## src/rtl/alu_pkg.sv

```systemverilog
// Shared definitions for the shared-ALU arbiter: ALU control codes, FSM states
// and the legal-code check.
package alu_pkg;

    localparam logic [3:0] ALU_AND = 4'b0000;
    localparam logic [3:0] ALU_OR  = 4'b0001;
    localparam logic [3:0] ALU_ADD = 4'b0010;
    localparam logic [3:0] ALU_SUB = 4'b0110;
    localparam logic [3:0] ALU_SLT = 4'b0111;
    localparam logic [3:0] ALU_NOR = 4'b1100;

    typedef enum logic [1:0] {
        IDLE = 2'd0,
        EXEC = 2'd1,
        RESP = 2'd2
    } state_t;

    function automatic logic is_legal(input logic [3:0] ctl);
        case (ctl)
            ALU_AND, ALU_OR, ALU_ADD, ALU_SUB, ALU_SLT, ALU_NOR: is_legal = 1'b1;
            default:                                             is_legal = 1'b0;
        endcase
    endfunction

endpackage

```

## src/rtl/mipsALU.sv

```systemverilog
// Combinational 8-bit MIPS-style ALU; unknown control codes produce zero.
module mipsALU
    import alu_pkg::*;
#(
    parameter int WIDTH = 8,
    parameter int CTLW  = 4
) (
    input  logic [CTLW-1:0]  i_ctl,
    input  logic [WIDTH-1:0] i_a,
    input  logic [WIDTH-1:0] i_b,
    output logic [WIDTH-1:0] o_result,
    output logic             o_zero
);

    always_comb begin
        o_result = '0;
        case (i_ctl)
            ALU_AND: o_result = i_a & i_b;
            ALU_OR:  o_result = i_a | i_b;
            ALU_ADD: o_result = i_a + i_b;
            ALU_SUB: o_result = i_a - i_b;
            ALU_SLT: o_result = {{(WIDTH-1){1'b0}}, (i_a < i_b)};
            ALU_NOR: o_result = ~(i_a | i_b);
            default: o_result = '0;
        endcase
    end

    assign o_zero = (o_result == '0);

endmodule

```

## src/rtl/alu_share_arbiter.sv

```systemverilog
// Round-robin sharing of one ALU between two valid/ready requesters, with a
// one-entry op register and a single held response register.
module alu_share_arbiter
    import alu_pkg::*;
#(
    parameter int WIDTH = 8,
    parameter int CTLW  = 4
) (
    input  logic             clk,
    input  logic             reset,
    input  logic             req0_valid,
    output logic             req0_ready,
    input  logic [CTLW-1:0]  req0_ctl,
    input  logic [WIDTH-1:0] req0_a,
    input  logic [WIDTH-1:0] req0_b,
    input  logic             req1_valid,
    output logic             req1_ready,
    input  logic [CTLW-1:0]  req1_ctl,
    input  logic [WIDTH-1:0] req1_a,
    input  logic [WIDTH-1:0] req1_b,
    output logic             rsp_valid,
    input  logic             rsp_ready,
    output logic [WIDTH-1:0] rsp_data,
    output logic             rsp_zero,
    output logic             rsp_id,
    output logic             rsp_illegal
);

    state_t r_state, w_state_next;

    logic             r_last_grant;
    logic [CTLW-1:0]  r_op_ctl;
    logic [WIDTH-1:0] r_op_a;
    logic [WIDTH-1:0] r_op_b;
    logic             r_op_id;

    logic             r_rsp_valid;
    logic [WIDTH-1:0] r_rsp_data;
    logic             r_rsp_zero;
    logic             r_rsp_id;
    logic             r_rsp_illegal;

    logic             w_window;
    logic             w_grant;
    logic             w_winner;
    logic [WIDTH-1:0] w_alu_result;
    logic             w_alu_zero;

    // Grants only happen when the response slot is free or being drained now.
    assign w_window = (r_state == IDLE) || ((r_state == RESP) && rsp_ready);
    assign w_grant  = !reset && w_window && (req0_valid || req1_valid);
    assign w_winner = (req0_valid && req1_valid) ? ~r_last_grant : req1_valid;

    assign req0_ready = w_grant && !w_winner;
    assign req1_ready = w_grant && w_winner;

    always_comb begin
        w_state_next = r_state;
        case (r_state)
            IDLE:    if (w_grant) w_state_next = EXEC;
            EXEC:    w_state_next = RESP;
            RESP:    if (rsp_ready) w_state_next = w_grant ? EXEC : IDLE;
            default: w_state_next = IDLE;
        endcase
    end

    always_ff @(posedge clk) begin
        if (reset) r_state <= IDLE;
        else       r_state <= w_state_next;
    end

    mipsALU #(.WIDTH(WIDTH), .CTLW(CTLW)) u_alu (
        .i_ctl    (r_op_ctl),
        .i_a      (r_op_a),
        .i_b      (r_op_b),
        .o_result (w_alu_result),
        .o_zero   (w_alu_zero)
    );

    always_ff @(posedge clk) begin
        if (reset) begin
            r_last_grant  <= 1'b1;
            r_op_ctl      <= '0;
            r_op_a        <= '0;
            r_op_b        <= '0;
            r_op_id       <= 1'b0;
            r_rsp_valid   <= 1'b0;
            r_rsp_data    <= '0;
            r_rsp_zero    <= 1'b0;
            r_rsp_id      <= 1'b0;
            r_rsp_illegal <= 1'b0;
        end else begin
            if (w_grant) begin
                r_last_grant <= w_winner;
                r_op_ctl     <= w_winner ? req1_ctl : req0_ctl;
                r_op_a       <= w_winner ? req1_a   : req0_a;
                r_op_b       <= w_winner ? req1_b   : req0_b;
                r_op_id      <= w_winner;
            end
            if (r_state == EXEC) begin
                r_rsp_valid   <= 1'b1;
                r_rsp_data    <= w_alu_result;
                r_rsp_zero    <= w_alu_zero;
                r_rsp_id      <= r_op_id;
                r_rsp_illegal <= !is_legal(r_op_ctl);
            end else if ((r_state == RESP) && rsp_ready) begin
                r_rsp_valid <= 1'b0;
            end
        end
    end

    assign rsp_valid   = r_rsp_valid;
    assign rsp_data    = r_rsp_data;
    assign rsp_zero    = r_rsp_zero;
    assign rsp_id      = r_rsp_id;
    assign rsp_illegal = r_rsp_illegal;

endmodule
```

## config.mk

```make
export PLATFORM = sky130hd
export DESIGN_NAME = alu_share_arbiter
export DESIGN_NICKNAME = d
export VERILOG_FILES = /design/src/rtl/alu_pkg.sv /design/src/rtl/mipsALU.sv /design/src/rtl/alu_share_arbiter.sv
export SDC_FILE = /design/constraint.sdc
export NUM_CORES = 1
export LEC_CHECK = 0
export BUFFER_PORTS_ARGS = -buffer_cell sky130_fd_sc_hd__buf_2
export CORE_UTILIZATION = 54
export DETAILED_ROUTE_END_ITERATION = 8
export GPL_TIMING_DRIVEN = 0
export MAX_ROUTING_LAYER = met4
export PLACE_DENSITY = 0.85
export SLEW_MARGIN = 25
export SYNTH_ARGS = -nofsm -noshare
export SYNTH_HDL_FRONTEND = slang
export SYNTH_SLANG_ARGS = --single-unit
```

## constraint.sdc

```tcl
create_clock -name clk -period 3.4 [get_ports clk]
set_clock_uncertainty 0.2 [all_clocks]
set_input_delay 0.34 -clock clk [delete_from_list [all_inputs] [get_ports clk]]
set_output_delay 0.34 -clock clk [all_outputs]
set_load 0.01 [all_outputs]
```

==> out/metrics.yaml <==
final.min_clock_period_ns: 2.88
path_cells: "inv_1 > ha_1 > fa_1 > o21bai_1 > a21oi_1 > or4_1 > a31oi_1 > nand4_1 > o41ai_2"
synthAdderAreaFrac_pct: 13.9
power.total_uw: 1190
internal-power_uw: 813
dp_hpwl_mm: 5.03
ys_seq_elements: 36
clk_pin_slew_ns: 0.07
fin_setup_tns_ns: 0
worstSkewPairLatency_ns: 0.29
post-route-drc-count: 8
synth_xor_area_share_pct: 0.692
synth-simple-area-share_pct: 19.4
swShare_pct: 31.7
grt_max_degree: 13
core_area_mm2: 0.00444
max_freq_ghz: 0.347
synth.net_count: 373
crit_fanout: 3
critPathMaxStageDelay_ns: 0.41
drv_cap: 0
synth_top_family_by_area: "compound AO/OA/AOI/OAI gates"
antenna_found_initial: 0
cts_buffer_depth: 2
place_area_mm2: 0.00288
ys_seq_area_share_pct: 28.5
crit_path_top_delay_cell: "or4_1"
worstMarginPinSlew_ns: 0.550
hp-class: "in2reg"
port_buffers: 57
design.final.nets: 437
cp-end-kind: "register"
diodes: 0
ir_drop_v: 0.000295
dieArea_mm2: 0.00497
synth_top_area_share_pct: 28.5
gp_congestion: 0.913
clockRootBuffer: "clkbuf_8"
slew_headroom_pct: 63.2
synth-compound-area-share_pct: 29.1
hold_viol_final: 0
drive_gt1_share_pct: 22.7
htree_levels: 2
rows: 24
via_count: 2629
p_seq_share_pct: 40.5
syn_area_mm2: 0.00253
grt_pass1_vias: 2303
violations: "design-rule violations"
slew_viol_final: 0
syn-instance-count: 301
wl_mm: 6.42
postCtsSetupBuffers: 0
p_per_area_mw_per_mm2: 398
viasPerCell: 6.29
ios: 59
dr.pass1.iters: 9
wl_per_cell_um: 15.4
cts_resized: 0
yosysUniqueCellTypes: 63
final_util_pct: 67.3
crit_path_start_kind: "register"
async_flop_share_pct: 0
drt_first_iter_violations: 288
finalSetupViolations: 0
yosys_warnings: 0
cts_buffers: 5
cts_sinks: 36
avgSynthCellArea_um2: 8.41
p_clk_share_pct: 31.5
critPathRequiredTime_ns: 3.40
period_share_pct: 84.8
drtAntennaViolNets: 0
overflow: 0
yosys.area.top_type: "dfxtp_1"
start_util_pct: 57.0
cts_tree: "done"
yosys-top-cells-area: "dfxtp_1 28%, ha_1 12%, a222oi_1 7.9%, nor2_1 5.6%, inv_1 3.9%"
grt_pass1_wl_mm: 10.7
p_leak_uw: 0.00133
hold_buffers: 0
postLayoutCellArea_mm2: 0.00299
die_width_um: 70.5
criticalPathCategory: "reg2reg"
pwr-share-comb_pct: 28.0
synthMuxAreaShare_pct: 0.791
status: "finished, violations left"
die_y_um: 70.5
grt_setup_unrepaired: "false"
ys.flop_type: "dfxtp_1"
syn_to_final_growth_pct: 18.2
synth-edff-count: 0
track_usage_pct: 27.3
worstPathArrival_ns: 2.88
switchingPower_uw: 377
flip-flops by register name (all words and copies together) (netlist names), 2 cells and up:
name,count
r_state,2
r_op_ctl,4
r_op_a,8
r_op_b,8
rsp_data,8
cells in the final DEF, fill, tap and decap left out, types with 2 or more instances in the layout:
cell type / n
a21o_1: 2
nor2b_1: 4
nor3b_1: 3
nand4_1: 2
o22ai_1: 4
o21bai_1: 3
nor2_1: 38
fa_1: 2
o21a_1: 2
nor3_1: 6
o211a_1: 3
a22oi_1: 7
a21oi_1: 16
a31oi_1: 4
and2_1: 4
and3_1: 2
o21ai_1: 2
o21ai_0: 5
mux2i_1: 2
or4_1: 3
inv_1: 26
o211ai_1: 2
a211oi_1: 6
nand2_1: 11
nand3_1: 3
clkbuf_1: 14
a222oi_1: 20
nand4b_1: 2
ha_1: 25
nand2b_1: 4
o221ai_1: 2
dfxtp_1: 36
buf_2: 63
clkbuf_8: 5
cells by family (layout without fill, tap and decap cells):
family,after synthesis,count (layout)
compound gates,93,93
simple gates,93,93
buf+inv,48,113
flops,36,36
fa+ha+maj,27,27
xor+xnor,2,2
mux,2,2
worst max-delay path, delay by kind of cell (launching register included):
| kind | cells | cell delay (ns) |
|---|---|---|
| adders and majority gates | 2 | 0.60 |
| DFF | 1 | 0.37 |
| buffers and inverters | 1 | 0.09 |
| and+or+nand+nor | 2 | 0.55 |
| AOI/OAI and AO/OA | 4 | 0.98 |
power groups by stage:
stage               Sequential, uW  Clock [uW]  Combinational, uW
finish                         483         375                333
detailed placement             491           0                325
global route                   486         400                368
global placement               490           0                317
floorplan                      491           0                224
CTS                            482         378                328
cells in the mapped netlist (all sizes together), types with 6 or more instances:
cell type / instances
a211oi: 7
a21oi: 16
a222oi: 20
a22oi: 7
buf: 7
clkbuf: 14
dfxtp: 36
ha: 25
inv: 27
nand2: 11
nor2: 39
nor3: 6
o21ai: 7
final timing paths:
path / start / endpoint / slack (ns) / depth (start not counted)
max: r_op_a[0] / rsp_zero / 0.52 / 9
min: req1_b[7] / r_op_b[7] / 0.1 / 3
max reg2reg: r_op_a[0] / rsp_zero / 0.52 / 9
min reg2reg: rsp_illegal / rsp_illegal / 0.26 / 2
stage by stage:
| stage | setup slack [ns] | std cells | hold WS (ns) |
|---|---|---|---|
| after floorplan | 0.872 | 301 | 0.232 |
| after global placement | 0.645 | 410 | 0.240 |
| after detailed placement | 0.587 | 410 | 0.253 |
| after CTS | 0.546 | 418 | 0.101 |
| after global routing | 0.410 | 418 | 0.103 |
| final | 0.518 | 418 | 0.0976 |
metal layers:
| metal | share of wire (%) | up-vias | track usage, % |
|---|---|---|---|
| met1 | 44 | 1223 | 36.3 |
| met5 | 0 | - | - |
| met4 | 1.4 | 0 | 7.71 |
| met3 | 7.4 | 11 | 4.18 |
| li1 | - | 1253 | - |
| met2 | 47 | 142 | 43.0 |
area by class of cell:
class                      instances  area, um^2
tap                               52        65.1
multi-input combinational        217        1620
fill                             375        1450
buffer                            21        90.1
sequential                        36         721
timing repair buffer              57         285
clock buffer                       5        68.8
clock inverter                     3        42.5
inverter                          27         101
No activity file was read; power rests on OpenSTA's default activity.
